[config.mk]
export PLATFORM = sky130hd
export DESIGN_NAME = cam_config_seq
export DESIGN_NICKNAME = d
export VERILOG_FILES = /design/src/rtl/cam_cfg_pkg.sv /design/src/rtl/cam_cfg_delay_timer.sv /design/src/rtl/cam_config_seq.sv
export SDC_FILE = /design/constraint.sdc
export NUM_CORES = 1
export LEC_CHECK = 0
export ABC_CLOCK_PERIOD_IN_PS = 4600
export CAP_MARGIN = 10
export CORE_UTILIZATION = 35
export CTS_CLUSTER_DIAMETER = 60
export CTS_CLUSTER_SIZE = 25
export DETAILED_ROUTE_END_ITERATION = 8
export GPL_TIMING_DRIVEN = 1
export PLACE_DENSITY_LB_ADDON = 0.05
export SYNTH_ARGS = -nofsm -noshare
export SYNTH_HDL_FRONTEND = slang
export SYNTH_HIERARCHICAL = 1
export SYNTH_SLANG_ARGS = --single-unit
[constraint.sdc]
create_clock -name i_clk -period 4.6 [get_ports i_clk]
set_clock_uncertainty 0.2 [all_clocks]
set_input_delay 1.38 -clock i_clk [delete_from_list [all_inputs] [get_ports i_clk]]
set_output_delay 1.38 -clock i_clk [all_outputs]
set_load 0.05 [all_outputs]
[src/rtl/cam_cfg_pkg.sv]
// Shared state encoding, marker codes and marker decode for the camera
// configuration sequencer.
package cam_cfg_pkg;

  localparam logic [3:0] S_IDLE      = 4'd0;
  localparam logic [3:0] S_ROM_RD    = 4'd1;
  localparam logic [3:0] S_DECODE    = 4'd2;
  localparam logic [3:0] S_SEND      = 4'd3;
  localparam logic [3:0] S_WAIT_BUSY = 4'd4;
  localparam logic [3:0] S_WAIT_DONE = 4'd5;
  localparam logic [3:0] S_DLY       = 4'd6;
  localparam logic [3:0] S_NEXT      = 4'd7;
  localparam logic [3:0] S_DONE      = 4'd8;
  localparam logic [3:0] S_ERR       = 4'd9;

  localparam logic [7:0] END_DATA   = 8'hFF;
  localparam logic [7:0] DELAY_DATA = 8'hF0;

  typedef enum logic [1:0] { MK_WRITE, MK_END, MK_DELAY } marker_e;

  // A marker is an entry whose register field (reg_w bits wide) is all ones.
  function automatic marker_e decode_marker(input logic [15:0] reg_f, input int reg_w,
                                            input logic [7:0] data_f);
    logic ones;
    ones = 1'b1;
    for (int i = 0; i < 16; i++)
      if (i < reg_w && !reg_f[i]) ones = 1'b0;
    if (!ones) return MK_WRITE;
    if (data_f == END_DATA) return MK_END;
    if (data_f == DELAY_DATA) return MK_DELAY;
    return MK_WRITE;
  endfunction

endpackage

[src/rtl/cam_cfg_delay_timer.sv]
// Millisecond delay timer: load arms it, it counts down while enabled and
// reports expiry once DELAY_MS worth of clock cycles have elapsed.
module cam_cfg_delay_timer #(
  parameter int CLK_F    = 27_000_000,
  parameter int DELAY_MS = 10
) (
  input  logic i_clk,
  input  logic i_rstn,
  input  logic i_load,
  input  logic i_en,
  output logic o_expired
);
  localparam longint TICKS = longint'(DELAY_MS) * longint'(CLK_F / 1000);
  localparam int     CW    = (TICKS < 1) ? 1 : $clog2(TICKS + 1);
  // Loaded with TICKS-1 so expiry lands on the last counted cycle.
  localparam logic [CW-1:0] LOAD_V = (TICKS < 1) ? '0 : CW'(TICKS - 1);

  logic [CW-1:0] cnt_q;

  always_ff @(posedge i_clk or negedge i_rstn) begin
    if (!i_rstn)                   cnt_q <= '0;
    else if (i_load)               cnt_q <= LOAD_V;
    else if (i_en && cnt_q != '0)  cnt_q <= cnt_q - CW'(1);
  end

  assign o_expired = (cnt_q == '0);

endmodule

[src/rtl/cam_config_seq.sv]
// Camera configuration sequencer: walks a {reg,data} ROM, issues one I2C write
// per entry, honours END/DELAY markers, retries NACKs and flags errors.
module cam_config_seq
  import cam_cfg_pkg::*;
#(
  parameter int         CLK_F        = 27_000_000,
  parameter logic [7:0] CAM_I2C_ADDR = 8'h42,
  parameter int         REG_W        = 8,
  parameter int         ROM_AW       = 8,
  parameter int         ROM_LAT      = 1,
  parameter int         DELAY_MS     = 10,
  parameter int         MAX_RETRY    = 3,
  parameter int         BUSY_TO      = 1024
) (
  input  logic              i_clk,
  input  logic              i_rstn,
  input  logic              i_config_start,
  input  logic              i_i2c_ready,
  input  logic              i_i2c_nack,
  input  logic [REG_W+7:0]  i_rom_data,
  output logic [ROM_AW-1:0] o_rom_addr,
  output logic              o_i2c_start,
  output logic [7:0]        o_i2c_addr,
  output logic [REG_W-1:0]  o_i2c_reg,
  output logic [7:0]        o_i2c_data,
  output logic              o_busy,
  output logic              o_config_done,
  output logic              o_config_err,
  output logic [ROM_AW-1:0] o_err_addr
);
  localparam int RW  = (MAX_RETRY < 1) ? 1 : $clog2(MAX_RETRY + 1);
  localparam int BTW = $clog2(BUSY_TO + 1);
  localparam logic [1:0]     LAT_LAST = 2'(ROM_LAT - 1);
  localparam logic [BTW-1:0] BTO_LAST = BTW'(BUSY_TO - 1);

  logic [3:0]        state_q, state_d;
  logic [ROM_AW-1:0] addr_q, addr_d, eaddr_q, eaddr_d;
  logic [1:0]        lat_q, lat_d;
  logic [RW-1:0]     retry_q, retry_d;
  logic [BTW-1:0]    bto_q, bto_d;
  logic [REG_W-1:0]  reg_q, reg_d;
  logic [7:0]        data_q, data_d;
  logic              start_q, start_d, busy_q, busy_d, done_q, done_d, err_q, err_d;
  logic              pend_q, pend_d, go, tmr_exp;
  marker_e           mk;

  assign mk = decode_marker(16'(i_rom_data[REG_W+7:8]), REG_W, i_rom_data[7:0]);

  cam_cfg_delay_timer #(.CLK_F(CLK_F), .DELAY_MS(DELAY_MS)) u_dly (
    .i_clk    (i_clk),
    .i_rstn   (i_rstn),
    .i_load   (state_q == S_DECODE && mk == MK_DELAY),
    .i_en     (state_q == S_DLY),
    .o_expired(tmr_exp)
  );

  always_comb begin
    state_d = state_q;  addr_d  = addr_q;  eaddr_d = eaddr_q; lat_d  = lat_q;
    retry_d = retry_q;  bto_d   = bto_q;   reg_d   = reg_q;   data_d = data_q;
    busy_d  = busy_q;   done_d  = done_q;  err_d   = err_q;   pend_d = pend_q;
    start_d = 1'b0;
    go      = 1'b0;
    case (state_q)
      S_IDLE:   go = i_config_start;
      S_ROM_RD: if (lat_q == LAT_LAST) state_d = S_DECODE;
                else lat_d = lat_q + 2'd1;
      S_DECODE: begin
        case (mk)
          MK_END:   state_d = S_DONE;
          MK_DELAY: state_d = S_DLY;
          default: begin
            reg_d   = i_rom_data[REG_W+7:8];
            data_d  = i_rom_data[7:0];
            retry_d = '0;
            state_d = S_SEND;
          end
        endcase
      end
      S_SEND: if (i_i2c_ready) begin
        start_d = 1'b1;
        bto_d   = '0;
        state_d = S_WAIT_BUSY;
      end
      // A restart during a bus transaction is held until the transfer completes.
      S_WAIT_BUSY: begin
        if (i_config_start) pend_d = 1'b1;
        if (!i_i2c_ready)           state_d = S_WAIT_DONE;
        else if (bto_q == BTO_LAST) state_d = S_ERR;
        else                        bto_d = bto_q + BTW'(1);
      end
      S_WAIT_DONE: begin
        if (i_config_start) pend_d = 1'b1;
        if (i_i2c_ready) begin
          if (pend_q || i_config_start)       go = 1'b1;
          else if (!i_i2c_nack)               state_d = S_NEXT;
          else if (int'(retry_q) < MAX_RETRY) begin
            retry_d = retry_q + RW'(1);
            state_d = S_SEND;
          end
          else                                state_d = S_ERR;
        end
      end
      S_DLY: if (i_config_start) go = 1'b1;
             else if (tmr_exp)   state_d = S_NEXT;
      S_NEXT: begin
        if (addr_q == '1) state_d = S_ERR;
        else begin
          addr_d  = addr_q + ROM_AW'(1);
          lat_d   = '0;
          state_d = S_ROM_RD;
        end
      end
      S_DONE: begin
        busy_d = 1'b0; done_d = 1'b1; pend_d = 1'b0; state_d = S_IDLE;
      end
      S_ERR: begin
        busy_d = 1'b0; err_d = 1'b1; eaddr_d = addr_q; pend_d = 1'b0; state_d = S_IDLE;
      end
      default: state_d = S_IDLE;
    endcase
    if (go) begin
      addr_d = '0; lat_d = '0; done_d = 1'b0; err_d = 1'b0;
      busy_d = 1'b1; pend_d = 1'b0; state_d = S_ROM_RD;
    end
  end

  always_ff @(posedge i_clk or negedge i_rstn) begin
    if (!i_rstn) begin
      state_q <= S_IDLE; addr_q <= '0; eaddr_q <= '0; lat_q <= '0; retry_q <= '0;
      bto_q   <= '0;     reg_q  <= '0; data_q  <= '0; start_q <= 1'b0; busy_q <= 1'b0;
      done_q  <= 1'b0;   err_q  <= 1'b0; pend_q <= 1'b0;
    end else begin
      state_q <= state_d; addr_q <= addr_d; eaddr_q <= eaddr_d; lat_q <= lat_d;
      retry_q <= retry_d; bto_q  <= bto_d;  reg_q   <= reg_d;   data_q <= data_d;
      start_q <= start_d; busy_q <= busy_d; done_q  <= done_d;  err_q  <= err_d;
      pend_q  <= pend_d;
    end
  end

  assign o_rom_addr    = addr_q;
  assign o_i2c_start   = start_q;
  assign o_i2c_addr    = CAM_I2C_ADDR;
  assign o_i2c_reg     = reg_q;
  assign o_i2c_data    = data_q;
  assign o_busy        = busy_q;
  assign o_config_done = done_q;
  assign o_config_err  = err_q;
  assign o_err_addr    = eaddr_q;

endmodule

After elaboration in Yosys (flattened, before gate mapping)
Cells that the tools add are included.
- $lt $le $gt $ge: 1
- add/subtract/negate cells: 5
- reduce and logical (&&, ||, !) cells: 26
- eq/ne operators: 35
- bitwise logic cells: 1
- mux-type cells: 67
- operators with widths (kind ; number):
    $mux 4 ; 12
    $mux 19 ; 2
    $mux 11 ; 3
    $pmux 4 s8 ; 1
    $mux 2 ; 14
    $mux 1 ; 26
    $eq 8x8->1 const B ; 3
    $mux 8 ; 3
    $ne 3x3->1 const B ; 8
    $pmux 11 s2 ; 1
    $ne 2x2->1 const B ; 10
    $logic_not 19->1 ; 1
    $reduce_bool 19->1 ; 1
    $sub 19x1->19 const B ; 1
    $eq 4x3->1 const B ; 4
    $reduce_bool 2->1 ; 7
    $add 11x1->11 const B ; 1
    $eq 11x10->1 const B ; 1
    $add 8x1->8 const B ; 1
    $eq 4x2->1 const B ; 2
    $eq 4x4->1 const B ; 2
    $pmux 2 s2 ; 2
    $pmux 4 s2 ; 1
    $reduce_and 8->1 ; 1
    20 further kinds ; 27
- logic and storage cells: 149
- input bits: 21
- flip-flop bits (word level): 75

Logic depth before layout (Yosys ltp)
- word-level depth: 18
- gate-level depth with buffers: 10
- gate-level depth less buffers: 9

Hierarchy
The synthesis kept the hierarchy.
- modules (own cells, without submodules) (module ; seq. area each (µm²) ; instances ; area an instance (µm²) ; cells each):
    cam_config_seq ; 1401.3 ; 1 ; 2949.1 ; 266
    cam_cfg_delay_timer ; 475.5 ; 1 ; 1129.8 ; 124

Least setup slack after synthesis
OpenSTA, ideal clock, no wires.
- path kind: input -> register
- start point: input i_rom_data[1]
- end point: register u_dly.cnt_q[6]
- slack: 1.073 ns
- buffers on the path: 2
- arrival time: 3.203 ns
- stages: 8
- library setup time: 0.125 ns
- cell sequence: or4_1 > nor4_1 > ha_1 > and3_1 > clkbuf_1 > clkbuf_1 > nor2_1 > mux2_2
- cells in the longest elaborated chain, start to end: 10
- elaborated cells on any way between the ends: 16
- classes of those cells: eq/ne: 3; mux: 11; reduce/logical: 2
- RTL lines (element ; RTL line ; source):
    start: declaration ; cam_config_seq.sv:20 ; input logic [REG_W+7:0] i_rom_data,
    $eq 8x8->1 ; cam_cfg_pkg.sv:30 ; if (data_f == DELAY_DATA) return MK_DELAY;
    $mux 1 (2 in series) ; cam_cfg_pkg.sv:30 ;
    $mux 1 ; cam_cfg_pkg.sv:29 ; if (data_f == END_DATA) return MK_END;
    $mux 2 ; cam_cfg_pkg.sv:31 ; return MK_WRITE;
    $mux 2 * ; cam_cfg_pkg.sv:30 ;
    $mux 2 * ; cam_cfg_pkg.sv:29 ;
    $eq 2x2->1 * ; cam_config_seq.sv:52 ; .i_load (state_q == S_DECODE && mk == MK_DELAY),
    $logic_and 1x1->1 * ; cam_config_seq.sv:52 ;
    $mux 19 or $reduce_bool 2->1 (tied branches) ; n/a ;
    end signal: assignment ; cam_cfg_delay_timer.sv:23 ; else if (i_en && cnt_q != '0) cnt_q <= cnt_q - CW'(1);
    end: declaration ; cam_cfg_delay_timer.sv:18 ; logic [CW-1:0] cnt_q;
Every way passes the cells marked *; elsewhere a longest branch is shown, timed or not. The select of a mux whose other input is x is not followed.
A chain may end at the register's enable or synchronous reset.

Final worst setup path
- start point: input i_rom_data[1]
- end point: register u_dly.cnt_q[4]
Same word-level chain as after synthesis.

==> flow_metrics.py <==
metrics = {
    "cells_and_area": {
        "n_fill_cell": 1113,
        "area_growth_pct": 24.7,
        "final_nets": 473,
        "regMostFlops": "u_dly/cnt_q",
        "largest_register_ff_count": 19,
        "multi_input_area_um2": 2040,
        "seq_area_um2": 1880,
        "top_regs": "u_dly/cnt_q x19, bto_q x11",
        "n_antenna_cell": 0,
        "drive_above_1_share": 0.133,
    },
    "sta": {
        "fmax_mhz": 265,
        "tightest_slew_ps": 1000,
        "finalMaxSlewViolations": 0,
        "hold_violations": 0,
        "period_share": 0.821,
        "setup_tns_ps": 0,
        "setup_viol": 0,
        "relSlewSlack": 0.332,
        "finalCriticalPeriod_ps": 3780,
        "rsz0062_at_grt": "no",
    },
    "min_path": {
        "holdCritPathClass": "register to register",
        "min_delay_path_depth": 1,
    },
    "pwr": {
        "intPower_w": 0.00171,
        "seqPwrFrac": 0.329,
        "power_density_nw_per_um2": 524,
        "p_leak_nw": 2.10,
        "p_total_w": 0.00266,
        "p_sw_w": 0.000957,
        "irDropWorstVdd_uv": 400,
        "pwr-share-clk": 0.322,
        "power.share.combinational": 0.348,
        "switching_share": 0.359,
    },
    "clocking": {
        "root_buffer": "clkbuf_16",
        "htreeDepth": 3,
        "ctsHoldBuffers": 0,
        "clock_sinks": 75,
        "cts_inserted_buffers": 9,
        "clkTransAtPathRegs_ps": 60,
        "clock_latency_ps": 340,
        "cts.path.max_buffers": 2,
        "cts.repair.resized": 0,
        "cts_tree": "built",
        "post_cts_buffers": 0,
    },
    "critical_path": {
        "reg2reg_depth": 6,
        "crit_arrival_ps": 3810,
        "crit_fanout": 10,
        "crit_required_ps": 4630,
        "endpoint_kind": "register",
        "startpoint_type": "primary input",
        "path_class": "primary input to register",
    },
    "floorplan": {
        "die_y_um": 110,
        "die_w_um": 110,
        "initial_core_util": 0.359,
        "ios": 65,
        "row_count": 39,
        "die_area_um2": 12100,
        "core_area_um2": 11400,
    },
    "logic_synthesis": {
        "synth-seq-area-share": 0.460,
        "synthArstFlopShare": 1.00,
        "synth_fa_ha_area_frac": 0.0184,
        "synth_edf_count": 0,
        "synthMuxAreaShare": 0.104,
        "syn_area_um2": 4080,
        "synthTopCellsByArea": "dfrtp_1 (46%), mux2_2 (4.7%), nor2_1 (3.7%), mux2i_1 (3.2%), a21oi_1 (2.6%)",
        "postSynthAreaPerCell_um2": 10.5,
        "ys_seq_elements": 75,
        "synth_cell_types": 66,
        "synth.top_cell.area_share": 0.460,
        "synthFlopType": "dfrtp_1",
        "synthSimpleGateAreaFrac": 0.241,
        "synth.most_common_cell": "dfrtp_1",
        "synth_top_family_by_area": "simple AND/OR/NAND/NOR gates",
        "synth_compound_area_frac": 0.0948,
        "ys_warn_count": 6,
        "synth_xor_xnor_area_share": 0.0344,
        "yosys.area.top_type": "dfrtp_1",
        "synth_common_cells": "dfrtp_1 (75), nor2_1 (40), a21oi_1 (21)",
        "synthCells": 390,
    },
    "detailed_routing": {
        "postRouteAntennaNets": 0,
        "drt-total-wl_mm": 9.04,
        "drt-pass1-iter-count": 6,
        "vias_per_cell": 5.21,
        "initialDrtViolationCount": 165,
        "wl_per_cell_um": 15.2,
        "drc": 0,
        "vias": 3092,
    },
    "global_route": {
        "grt_usage": 0.168,
        "grt_max_degree": 76,
        "grt_overflow": 0,
        "grt_antenna_before_repair": 0,
        "first_global_vias": 3127,
        "grt_pass1_wl_mm": 15.5,
    },
    "flow_run": {
        "drv.max_cap_violation_count": 0,
    },
    "placed_design": {
        "portBuffers": 56,
        "dpl.hpwl_mm": 6.18,
        "place.gp.congestion": 0.777,
    },
    "outcome": {
        "status": "finished, final reports clean",
    },
}
## worst max-delay path: stages
cell	delay, ps
clkdlybuf4s50_1	430
or4_1	540
nor4_1	270
ha_1	230
and3_1	400
inv_1	180
o311a_1	150
a31o_2	210
## cell families after synthesis
| logic type | after synthesis |
|---|---|
| buffers and inverters | 32 |
| xor gates and xnor gates | 16 |
| adders and majority gates | 6 |
| muxes | 39 |
| AOI/OAI and AO/OA | 57 |
| and+or+nand+nor | 163 |
| DFF | 75 |
| other | 2 |
## layout make-up
cell class                 count  area share
multi-input combinational    289       0.401
timing repair buffer          61       0.117
inverter                      10     0.00738
tap                          143      0.0352
clock inverter                 5      0.0246
sequential                    75       0.369
clock buffer                  11      0.0458
## layout by cell type (no fill, tap or decap), types with 4 or more instances in the layout
cell | synthesis | final
ha_1 | 6 | 6
nor2b_1 | 11 | 11
nand2_1 | 13 | 13
clkdlybuf4s50_1 | 0 | 55
buf_4 | 12 | 6
xor2_1 | 7 | 7
inv_1 | 8 | 8
or2_2 | 4 | 4
nand2b_1 | 8 | 8
clkbuf_16 | 0 | 9
mux2_1 | 9 | 9
o31ai_1 | 7 | 7
mux2i_1 | 13 | 13
nand3_1 | 9 | 9
nand4b_1 | 4 | 4
a21oi_1 | 21 | 21
nor2_1 | 40 | 40
dfrtp_1 | 75 | 75
bufinv_16 | 0 | 4
xnor2_1 | 9 | 9
or4_1 | 5 | 5
and3_1 | 9 | 9
nor4_1 | 9 | 9
mux2_2 | 17 | 17
o211ai_1 | 5 | 5
conb_1 | 2 | 8
nand4_1 | 14 | 14
nor3_1 | 6 | 6
o21ai_0 | 8 | 8
or3_1 | 7 | 7
## routing by layer
layer  part of all wire  routed length (um)  GRT usage
met4              0.018                 167     0.0743
met2               0.46                4120      0.254
met5                  0                   0          0
met3              0.036                 323     0.0368
met1               0.49                4430      0.230
## per-stage QoR
stage	setup WS, ps	std cells	utilization	hold slack, ps	instance area, um^2
2_1_floorplan	1070	396	-	269	4100
3_3_place_gp	545	578	0.416	276	4730
3_5_place_dp	462	578	0.416	283	4730
4_1_cts	822	594	0.447	297	5090
5_1_grt	629	594	0.447	317	5090
6_report	823	594	0.447	290	5090
## path summary, 6_finish.rpt
kind / endpoint / startpoint / slack [ps]
worst max-delay path: u_dly/cnt_q[4]$_DFFE_PN0P_ / i_rom_data[1] / 820
worst min-delay path: o_i2c_data[7]$_DFFE_PN0P_ / o_i2c_data[7]$_DFFE_PN0P_ / 290
worst max register to register: u_dly/cnt_q[17]$_DFFE_PN0P_ / state_q[1]$_DFFE_PN0P_ / 1400
worst min register to register: o_i2c_data[7]$_DFFE_PN0P_ / o_i2c_data[7]$_DFFE_PN0P_ / 290
max in group asynchronous: o_rom_addr[4]$_DFFE_PN0P_ / i_rstn / 2530
min in group asynchronous: u_dly/cnt_q[11]$_DFFE_PN0P_ / i_rstn / 1010
## power by group through the flow
stage          sequential (W)  combinational [W]  clock [W]
4_1_cts              0.000879           0.000939   0.000887
3_3_place_gp         0.000890           0.000932          0
5_1_grt              0.000898            0.00101   0.000906
3_5_place_dp         0.000886           0.000935          0
2_1_floorplan         0.00111           0.000455          0
6_report             0.000878           0.000928   0.000858
No activity file was read; power rests on OpenSTA's default activity.
